==> config.mk <==
export PLATFORM = sky130hd
export DESIGN_NAME = seq_div
export DESIGN_NICKNAME = d
export VERILOG_FILES = /design/src/rtl/seq_div.sv
export SDC_FILE = /design/constraint.sdc
export NUM_CORES = 1
export LEC_CHECK = 0
export ABC_CLOCK_PERIOD_IN_PS = 3300
export CORE_UTILIZATION = 56
export DETAILED_ROUTE_END_ITERATION = 10
export GPL_TIMING_DRIVEN = 0
export HOLD_SLACK_MARGIN = 0.06
export PLACE_DENSITY_LB_ADDON = 0.2
export SLEW_MARGIN = 20
export SYNTH_ARGS = -nofsm -noshare
export SYNTH_HDL_FRONTEND = slang
export SYNTH_SLANG_ARGS = --single-unit
==> constraint.sdc <==
create_clock -name clk -period 3.3 [get_ports clk]
set_input_delay 0.495 -clock clk [delete_from_list [all_inputs] [get_ports clk]]
set_output_delay 0.495 -clock clk [all_outputs]
set_load 0.01 [all_outputs]
==> src/rtl/seq_div.sv <==
// Sequential restoring divider: one quotient bit per clock, MSB first.
// A zero divisor short-circuits to a saturated result flagged by div_by_zero.
module seq_div #(
    parameter int unsigned WIDTH = 16
) (
    input  logic             clk,
    input  logic             rst_n,
    input  logic             start,
    input  logic [WIDTH-1:0] dividend,
    input  logic [WIDTH-1:0] divisor,
    output logic             busy,
    output logic             done,
    output logic [WIDTH-1:0] quotient,
    output logic [WIDTH-1:0] remainder,
    output logic             div_by_zero
);

    localparam int unsigned CW = (WIDTH > 1) ? $clog2(WIDTH) : 1;

    typedef enum logic [1:0] {
        IDLE = 2'd0,
        RUN  = 2'd1,
        DONE = 2'd2
    } state_t;

    state_t           state;
    logic [WIDTH-1:0] rem_acc;
    logic [WIDTH-1:0] dvsr;
    logic [CW-1:0]    cnt;

    logic [WIDTH:0]   shifted;
    logic [WIDTH-1:0] diff;
    logic             fits;

    // quotient doubles as the dividend shift register while running
    always_comb begin
        shifted = {rem_acc, quotient[WIDTH-1]};
        fits    = (shifted >= {1'b0, dvsr});
        diff    = shifted[WIDTH-1:0] - dvsr;
    end

    assign remainder = rem_acc;

    always_ff @(posedge clk or negedge rst_n) begin
        if (!rst_n) begin
            state       <= IDLE;
            busy        <= 1'b0;
            done        <= 1'b0;
            div_by_zero <= 1'b0;
            quotient    <= '0;
            rem_acc     <= '0;
            dvsr        <= '0;
            cnt         <= '0;
        end else begin
            case (state)
                IDLE: begin
                    if (start) begin
                        busy        <= 1'b1;
                        div_by_zero <= 1'b0;
                        dvsr        <= divisor;
                        cnt         <= '0;
                        if (divisor == '0) begin
                            quotient <= '1;
                            rem_acc  <= dividend;
                            state    <= DONE;
                        end else begin
                            quotient <= dividend;
                            rem_acc  <= '0;
                            state    <= RUN;
                        end
                    end
                end
                RUN: begin
                    rem_acc  <= fits ? diff : shifted[WIDTH-1:0];
                    quotient <= {quotient[WIDTH-2:0], fits};
                    cnt      <= cnt + CW'(1);
                    if (cnt == CW'(WIDTH - 1)) begin
                        done  <= 1'b1;
                        state <= DONE;
                    end
                end
                DONE: begin
                    // zero-divisor path arrives with done low and raises it one cycle later
                    if (done) begin
                        done  <= 1'b0;
                        busy  <= 1'b0;
                        state <= IDLE;
                    end else begin
                        done        <= 1'b1;
                        div_by_zero <= 1'b1;
                    end
                end
                default: state <= IDLE;
            endcase
        end
    end

endmodule
# After elaboration in Yosys (flattened, before gate mapping)
# Cells that the tools add are included.
dict set report op_classes {
  n_mux 23
  order_cmp 1
  n_eq_ne 7
  addsub 2
  reduce_logical 11
}
# op n
set ops {}
lappend ops {{16-bit 2-to-1 mux} 5}
lappend ops {{16-bit one-hot mux with 2 select lines} 2}
lappend ops {{17-bit by 16-bit >= comparator with 1-bit output} 1}
lappend ops {{16-bit logical NOT} 1}
lappend ops {{16-bit subtractor} 1}
lappend ops {{3-bit AND reduction} 3}
lappend ops {{2-bit 2-to-1 mux} 4}
lappend ops {{2-bit != test (second input constant)} 4}
lappend ops {{4-bit one-hot mux with 2 select lines} 1}
lappend ops {{1-bit 2-to-1 mux} 6}
lappend ops {{1-bit one-hot mux with 2 select lines} 3}
lappend ops {{2-bit one-hot mux with 3 select lines} 1}
lappend ops {{2-bit AND reduction} 3}
lappend ops {{2-bit nonzero test} 3}
lappend ops {{4-bit by 1-bit adder with 4-bit output (second input constant)} 1}
lappend ops {{4-bit == test (second input constant)} 1}
lappend ops {{4-bit 2-to-1 mux} 1}
lappend ops {{2-bit by 1-bit == test with 1-bit output (second input constant)} 1}
lappend ops {{2-bit == test (second input constant)} 1}
lappend ops {{2-bit logical NOT} 1}
dict set report totals {
  inputBits 35
  reg_bits 57
}

# Depth between registers and ports, before layout
# Gate-level depths: netlist of run 1.
dict set report depth {
  word_depth 4
  ltp_mapped 11
  ltp_nobuf 10
}

# Least setup slack after synthesis of run 1
# OpenSTA, ideal clock, no wires.
dict set report synth_timing {
  path_kind {register -> register}
  from {register rem_acc[13], in the netlist remainder[13]}
  to {register rem_acc[0], in the netlist remainder[0]}
  stages_incl_launch_ff 8
  setup_ns 0.083
  path_slack_ns 1.085
  arrival_time_ns 2.132
  required_time_ns 3.217
  synth_period_minus_slack_ns 2.215
  n_path_buf 0
  cell_sequence {dfrtp_1 ha_1 a21o_1 a2111oi_4 o21ai_2 o21ai_4 mux2_2 o21ai_0}
}
dict set report synth_via {
  elab_chain_len 3
}
# element line_no
set synth_rtl {}
lappend synth_rtl {{from (decl)} 27} ;# logic [WIDTH-1:0] rem_acc;
lappend synth_rtl {{from (signal assigned)} 64} ;# rem_acc <= dividend;
lappend synth_rtl {{from (signal assigned)} 74} ;# rem_acc <= fits ? diff : shifted[WIDTH-1:0];
lappend synth_rtl {{17-bit by 16-bit >= comparator with 1-bit output} 38} ;# fits = (shifted >= {1'b0, dvsr});
lappend synth_rtl {{16-bit 2-to-1 mux} 74}
lappend synth_rtl {{16-bit one-hot mux with 2 select lines} 55} ;# case (state)
# No other way between the ends.
# A chain may end at the register's enable or synchronous reset.

# Worst setup path in the final report of run 1
dict set report layout_timing {
  from {register quotient[15]}
  to {register rem_acc[14], in the netlist remainder[14]}
}
dict set report layout_via {
  elab_chain_len 3
  word_cells_on_any_way 4
  classes_between {1 x add/sub; 1 x order compare; 2 x mux}
}
# element line_no
set layout_rtl {}
lappend layout_rtl {{from (decl)} 13} ;# output logic [WIDTH-1:0] quotient,
lappend layout_rtl {{from (signal assigned)} 67} ;# quotient <= dividend;
lappend layout_rtl {{from (signal assigned)} 75} ;# quotient <= {quotient[WIDTH-2:0], fits};
lappend layout_rtl {{16-bit subtractor / 17-bit by 16-bit >= comparator with 1-bit output (equally long branches)} {39, 38}}
lappend layout_rtl {{16-bit 2-to-1 mux *} 74}
lappend layout_rtl {{16-bit one-hot mux with 2 select lines *} 55}
# Mark *: on every way between the ends. The rest lies on a longest branch, timed or not.

==> flow_summary.yaml, run 1 <==
clocking:
  cts_tree: "yes"
  insertion_delay_ns: 0.35
  clockBufferDepth: 2
  htreeDepth: 3
  clock-sinks: 57
  clkSlewWorstSetupHoldPaths_ns: 0.06
  ctsResizeCount: 0
  cts_made_buffers: 9
  cts_root_buf: "clkbuf_8"
  hold_buffers: 0
  post_cts_buffers: 0
critical_path:
  slowest_delay_ns: 0.41
  critPathRequiredTime_ns: 3.53
  crit_arrival_ns: 2.69
  path_delay_family: "compound AO/OA/AOI/OAI gates"
  crit_slowest_cell: "fa_1"
  worst-path-buf-inv: 1
  path_cells: "inv_1 -> ha_1 -> fa_1 -> nor2b_1 -> o21ai_0 -> a21boi_2 -> o21ai_1 -> a211oi_1 -> xnor2_1 -> o21ai_1"
  path_max_fanout: 4
  cpMostUsedCell: "o21ai_1"
  path_class: "register to register"
  crit_path_start_kind: "register"
  end_kind: "register"
die:
  die_h_um: 81.1
  die_w_um: 81.1
  io_pins: 70
  rows: 28
  start_util_pct: 58.5
  core_region_area_um2: 5990
  die_area_um2: 6570
drt:
  antenna_left: 0
  wirelength_um: 8990
  num_vias: 3315
  dr.first_iter.drc_count: 334
  drcViolationCount: 0
  wire_per_inst_um: 16.0
  viasPerCell: 5.91
  firstDrtPassIters: 5
final_layout:
  final_nets: 534
  diodes: 0
  drive_gt1_share_pct: 8.02
  syn_to_final_growth_pct: 27.7
  design_area_um2: 4470
  final_core_utilization_pct: 74.7
synth:
  synth_area_per_cell_um2: 8.73
  async_flop_share_pct: 100
  synth_edf_count: 0
  synthDistinctLibCells: 49
  synth-compound-area-share_pct: 24.6
  synthCells: 401
  synth_xor_area_share_pct: 2.75
  syn_nets: 454
  yosys.area_share.simple_pct: 16.9
  synthMuxAreaShare_pct: 3.25
  ys.flop_type: "dfrtp_1"
  synth-seq-cells: 57
  synth.most_common_cell: "dfrtp_1"
  synth_commonest_cells: "dfrtp_1 (57), nand2_1 (49), nor2_1 (40), o21ai_0 (39), inv_1 (23)"
  synth_top_family_by_area: "compound AO/OA/AOI/OAI gates"
  synth_top_area_share_pct: 40.7
  ys_seq_area_share_pct: 40.7
  yosys.area_share.adder_pct: 6.65
  yosysTopAreaCell: "dfrtp_1"
  ys_warn_count: 0
  yosys-top-cells-area: "dfrtp_1 (41%), ha_1 (6.1%), o21ai_0 (5.6%)"
  synth_area_um2: 3500
placed_design:
  port-buffer-count: 69
  post_dp_cell_area_um2: 4280
  place_hpwl_um: 6700
  routabilityCongestion: 0.894
sta:
  fmaxAchievable_ghz: 0.406
  rsz0062_at_grt: "false"
  hold_violations: 0
  fin_tns_setup_ns: 0
  slew_viol_final: 0
  setup_viol: 0
  tightest_slew_ns: 0.727
  min_period_ns: 2.46
  period_share_pct: 74.6
  slew_headroom_pct: 51.5
  skew_ns: 0.0100
global_routing:
  grt_use_total_pct: 29.4
  gr-total-overflow: 0
  antenna_found_initial: 0
  grt_pass1_vias: 3015
  grt_pass1_wl_um: 14400
  grt_max_degree: 58
power:
  peakVddDrop_v: 0.000779
  powerDensity_nw_per_um2: 1240
  leakagePower_nw: 1.89
job:
  drv_cap: 0
status:
  outcome: "completed"
min_path:
  hp-class: "input pin to asynchronous set/reset pin"
-- placed cells by master (no fill, tap or decap), types with 4 or more instances in the layout --
cell type	instances
a31oi_1	9
nor3_1	18
buf_2	8
clkbuf_8	10
clkbuf_1	11
nand2_1	49
nor2_1	40
inv_1	23
clkdlybuf4s50_1	68
nor2b_1	5
nor4_1	4
a21oi_1	11
o31ai_1	16
o21ai_1	11
nand2b_1	5
xor2_1	4
o21ai_0	39
ha_1	17
dfrtp_1	57
xnor2_1	7
mux2i_1	8
a22o_1	7
a22oi_1	9
-- logic make-up after synthesis --
| logic type | Yosys count |
|---|---|
| compound gates | 127 |
| xor+xnor | 11 |
| fa+ha+maj | 18 |
| buf+inv | 43 |
| flops | 57 |
| mux | 11 |
| simple gates | 134 |
-- path summary, 6_finish.rpt --
| kind | slack [ns] | end | startpoint | cells after the start |
|---|---|---|---|---|
| hold / removal | 0.20 | done | rst_n | 1 |
| min in group clk | 0.49 | div_by_zero | div_by_zero | 2 |
| setup / recovery | 0.84 | remainder[14] | quotient[15] | 10 |
| hold reg to reg | 0.49 | div_by_zero | div_by_zero | 2 |
| max in group asynchronous | 2.61 | div_by_zero | rst_n | 1 |
| setup reg to reg | 0.84 | remainder[14] | quotient[15] | 10 |
-- report_power, final --
| group | total, W | switching, W | internal (W) |
|---|---|---|---|
| clock network | 0.000655 | 0.000287 | 0.000368 |
| logic | 0.00353 | 0.00187 | 0.00165 |
| registers | 0.00135 | 0.000289 | 0.00106 |
| total | 0.00553 | 0.00245 | 0.00308 |
-- per-stage QoR --
step                setup WS [ns]  std cells  total power (W)  hold WS [ns]
floorplan                    1.08        401          0.00381         0.199
global placement          -0.0175        545          0.00472         0.477
detailed placement          0.745        545          0.00483         0.480
CTS                         0.878        561          0.00551         0.240
global route                0.663        561          0.00597         0.278
finish                      0.838        561          0.00553         0.203
-- layer usage --
metal  wire length, um  track usage [%]  vias to the layer above
met5                 0                0                        -
met3               516             4.61                       23
li1                  -                -                     1589
met4               229             13.8                        0
met1              3990             40.3                     1587
met2              4250             45.5                      116
-- cell type report --
class,instances,area [um2]
plain buffers,20,92.6
fillers,473,1520
flip-flops and latches,57,1430
clock buffers,13,149
repair buffers,69,688
well taps,75,93.8
inverters,23,86.3
multi-input cells,301,1900
clock inverters,3,40.0
-- sequential cells by signal, indices dropped and copies added (netlist names) --
name and cells:
done 1, busy 1, cnt 4, div_by_zero 1
dvsr 16, state 2, remainder 16, quotient 16
(Power assumes the default switching activity.)
==> run 2: changes to the inputs <==
--- a/config.mk
+++ b/config.mk
@@ -5,8 +5,8 @@
 export SDC_FILE = /design/constraint.sdc
 export NUM_CORES = 1
 export LEC_CHECK = 0
-export ABC_CLOCK_PERIOD_IN_PS = 3300
-export CORE_UTILIZATION = 56
+export ABC_CLOCK_PERIOD_IN_PS = 2300
+export CORE_UTILIZATION = 52
 export DETAILED_ROUTE_END_ITERATION = 10
 export GPL_TIMING_DRIVEN = 0
 export HOLD_SLACK_MARGIN = 0.06
==> constraint.sdc (replaced) <==
create_clock -name clk -period 2.3 [get_ports clk]
set_input_delay 0.345 -clock clk [delete_from_list [all_inputs] [get_ports clk]]
set_output_delay 0.345 -clock clk [all_outputs]
set_load 0.01 [all_outputs]
==> run 2 against run 1 <==
Clock-buffer cell count is 2 lower. The flow now finishes with violations (design-rule violations). First-iteration DRC count increased by 9.6%. Largest power group unchanged. Routed wire length is 14% higher. Utilization up 0.63 points. Clock power increased by 80%. Highest routed layer unchanged.
==> flow_summary.yaml, run 2 (synthesis gave the netlist of run 1 again) <==
status:
  outcome: "finished, violations left"
  violations: "design-rule violations"
clocking:
  clkSlewWorstSetupHoldPaths_ns: 0.07
  insertion_delay_ns: 0.34
  htreeDepth: 3
  cts_made_buffers: 9
  cts_tree: "yes"
  clockBufferDepth: 2
  clock-sinks: 57
  cts_root_buf: "clkbuf_8"
critical_path:
  path_class: "register to register"
  path_max_fanout: 4
  reg2reg_depth: 8
  end_kind: "register"
  critPathRequiredTime_ns: 2.56
  crit_arrival_ns: 2.49
  crit_path_start_kind: "register"
drt:
  firstDrtPassIters: 8
  wirelength_um: 10300
  wire_per_inst_um: 17.9
  viasPerCell: 6.03
  num_vias: 3464
  dr.first_iter.drc_count: 366
  antenna_left: 0
  drcViolationCount: 6
final_layout:
  diodes: 0
  drive_gt1_share_pct: 15.7
  syn_to_final_growth_pct: 38.1
  final_common_cell: "clkdlybuf4s50_1"
  final_core_utilization_pct: 75.3
  final_cell_mix: "clkdlybuf4s50_1 (68), dfrtp_1 (55), nand2_1 (49), nor2_1 (40), o21ai_0 (35)"
  final_nets: 545
placed_design:
  place_hpwl_um: 6890
  port-buffer-count: 69
  routabilityCongestion: 0.834
  place_ws_ns: -0.147
sta:
  finalWorstSetupSlack_ns: 0.0647
  whs_ns: 0.0511
  rsz0062_at_grt: "true"
  min_period_ns: 2.24
  slew_viol_final: 0
  fmaxAchievable_ghz: 0.447
  hold_violations: 0
  slew_headroom_pct: 51.0
  period_share_pct: 97.2
  skew_ns: 0.00926
  setup_viol: 0
  fin_tns_setup_ns: 0
  tightest_slew_ns: 0.735
power:
  power_switching_w: 0.00404
  p_int_w: 0.00524
  sw_frac_of_total_pct: 43.5
  powerDensity_nw_per_um2: 1920
  combPwrFrac_pct: 65.8
  leakagePower_nw: 1.98
  clockPowerShare_pct: 12.8
  total_power_w: 0.00928
  peakVddDrop_v: 0.00130
  seqPwrFrac_pct: 21.4
global_routing:
  grt_use_total_pct: 28.5
  gr-total-overflow: 0
  grt_max_degree: 58
  grt_pass1_vias: 3324
  antenna_found_initial: 0
  grt_pass1_wl_um: 15600
die:
  die_h_um: 84.1
  io_pins: 70
  start_util_pct: 54.5
  rows: 29
  core_region_area_um2: 6420
  die_area_um2: 7070
  die_w_um: 84.1
job:
  drv_cap: 0
min_path:
  hp-class: "input pin to asynchronous set/reset pin"
-- run 2: path summary, 6_finish.rpt --
check                              from      endpoint  slack, ns
hold reg to reg                  cnt[3]        cnt[3]       0.51
hold / removal                    rst_n          busy       0.05
setup / recovery           remainder[5]  remainder[0]       0.06
max in group asynchronous         rst_n  remainder[5]       1.71
min in group clk                 cnt[3]        cnt[3]       0.51
setup reg to reg           remainder[5]  remainder[0]       0.06
-- run 2: through the flow --
stage,instance area (um2),instances
3_3_place_gp,4290,547
3_5_place_dp,4290,547
5_1_grt,4840,574
4_1_cts,4640,569
2_1_floorplan,3500,401
6_report,4840,574
-- run 2: power by group through the flow --
| stage | clock [W] | sequential (W) | combinational (W) |
|---|---|---|---|
| 2_1_floorplan | 0 | 0.00197 | 0.00350 |
| 3_3_place_gp | 0 | 0.00193 | 0.00486 |
| 3_5_place_dp | 0 | 0.00194 | 0.00503 |
| 4_1_cts | 0.00119 | 0.00194 | 0.00540 |
| 5_1_grt | 0.00123 | 0.00203 | 0.00663 |
| 6_report | 0.00118 | 0.00199 | 0.00611 |
-- run 2: timing repair --
item                                    4_1_cts  5_1_grt
gates cloned                                  0        0
setup buffers                                 6        5
pin swaps                                     4        8
resized for setup                             9       28
endpoints found under the setup margin        7       17
hold buffers                                  0        0
-- run 2: layout make-up --
class | instances | area [um2]
Timing Repair Buffer | 80 | 771
Sequential cell | 57 | 1430
Inverter | 23 | 86.3
Buffer | 20 | 92.6
Fill cell | 465 | 1590
Clock buffer | 11 | 141
Multi-Input combinational cell | 301 | 2120
Clock inverter | 5 | 103
Tap cell | 77 | 96.3
-- run 2: worst max-delay path, stage by stage (launching register included) --
cell      delay, ns
dfrtp_2        0.47
ha_4           0.28
a21oi_2        0.17
nand2b_1       0.16
a31oi_4        0.21
a21oi_4        0.10
o21ai_4        0.23
mux2_2         0.36
o21ai_0        0.15
-- run 2: routing by layer --
layer	up-vias	track usage [%]	share of wire, %
met4	0	13.2	3.4
met2	138	46.2	48
met3	36	4.15	5.9
li1	1618	-	-
met5	-	0	0
met1	1672	37.7	43
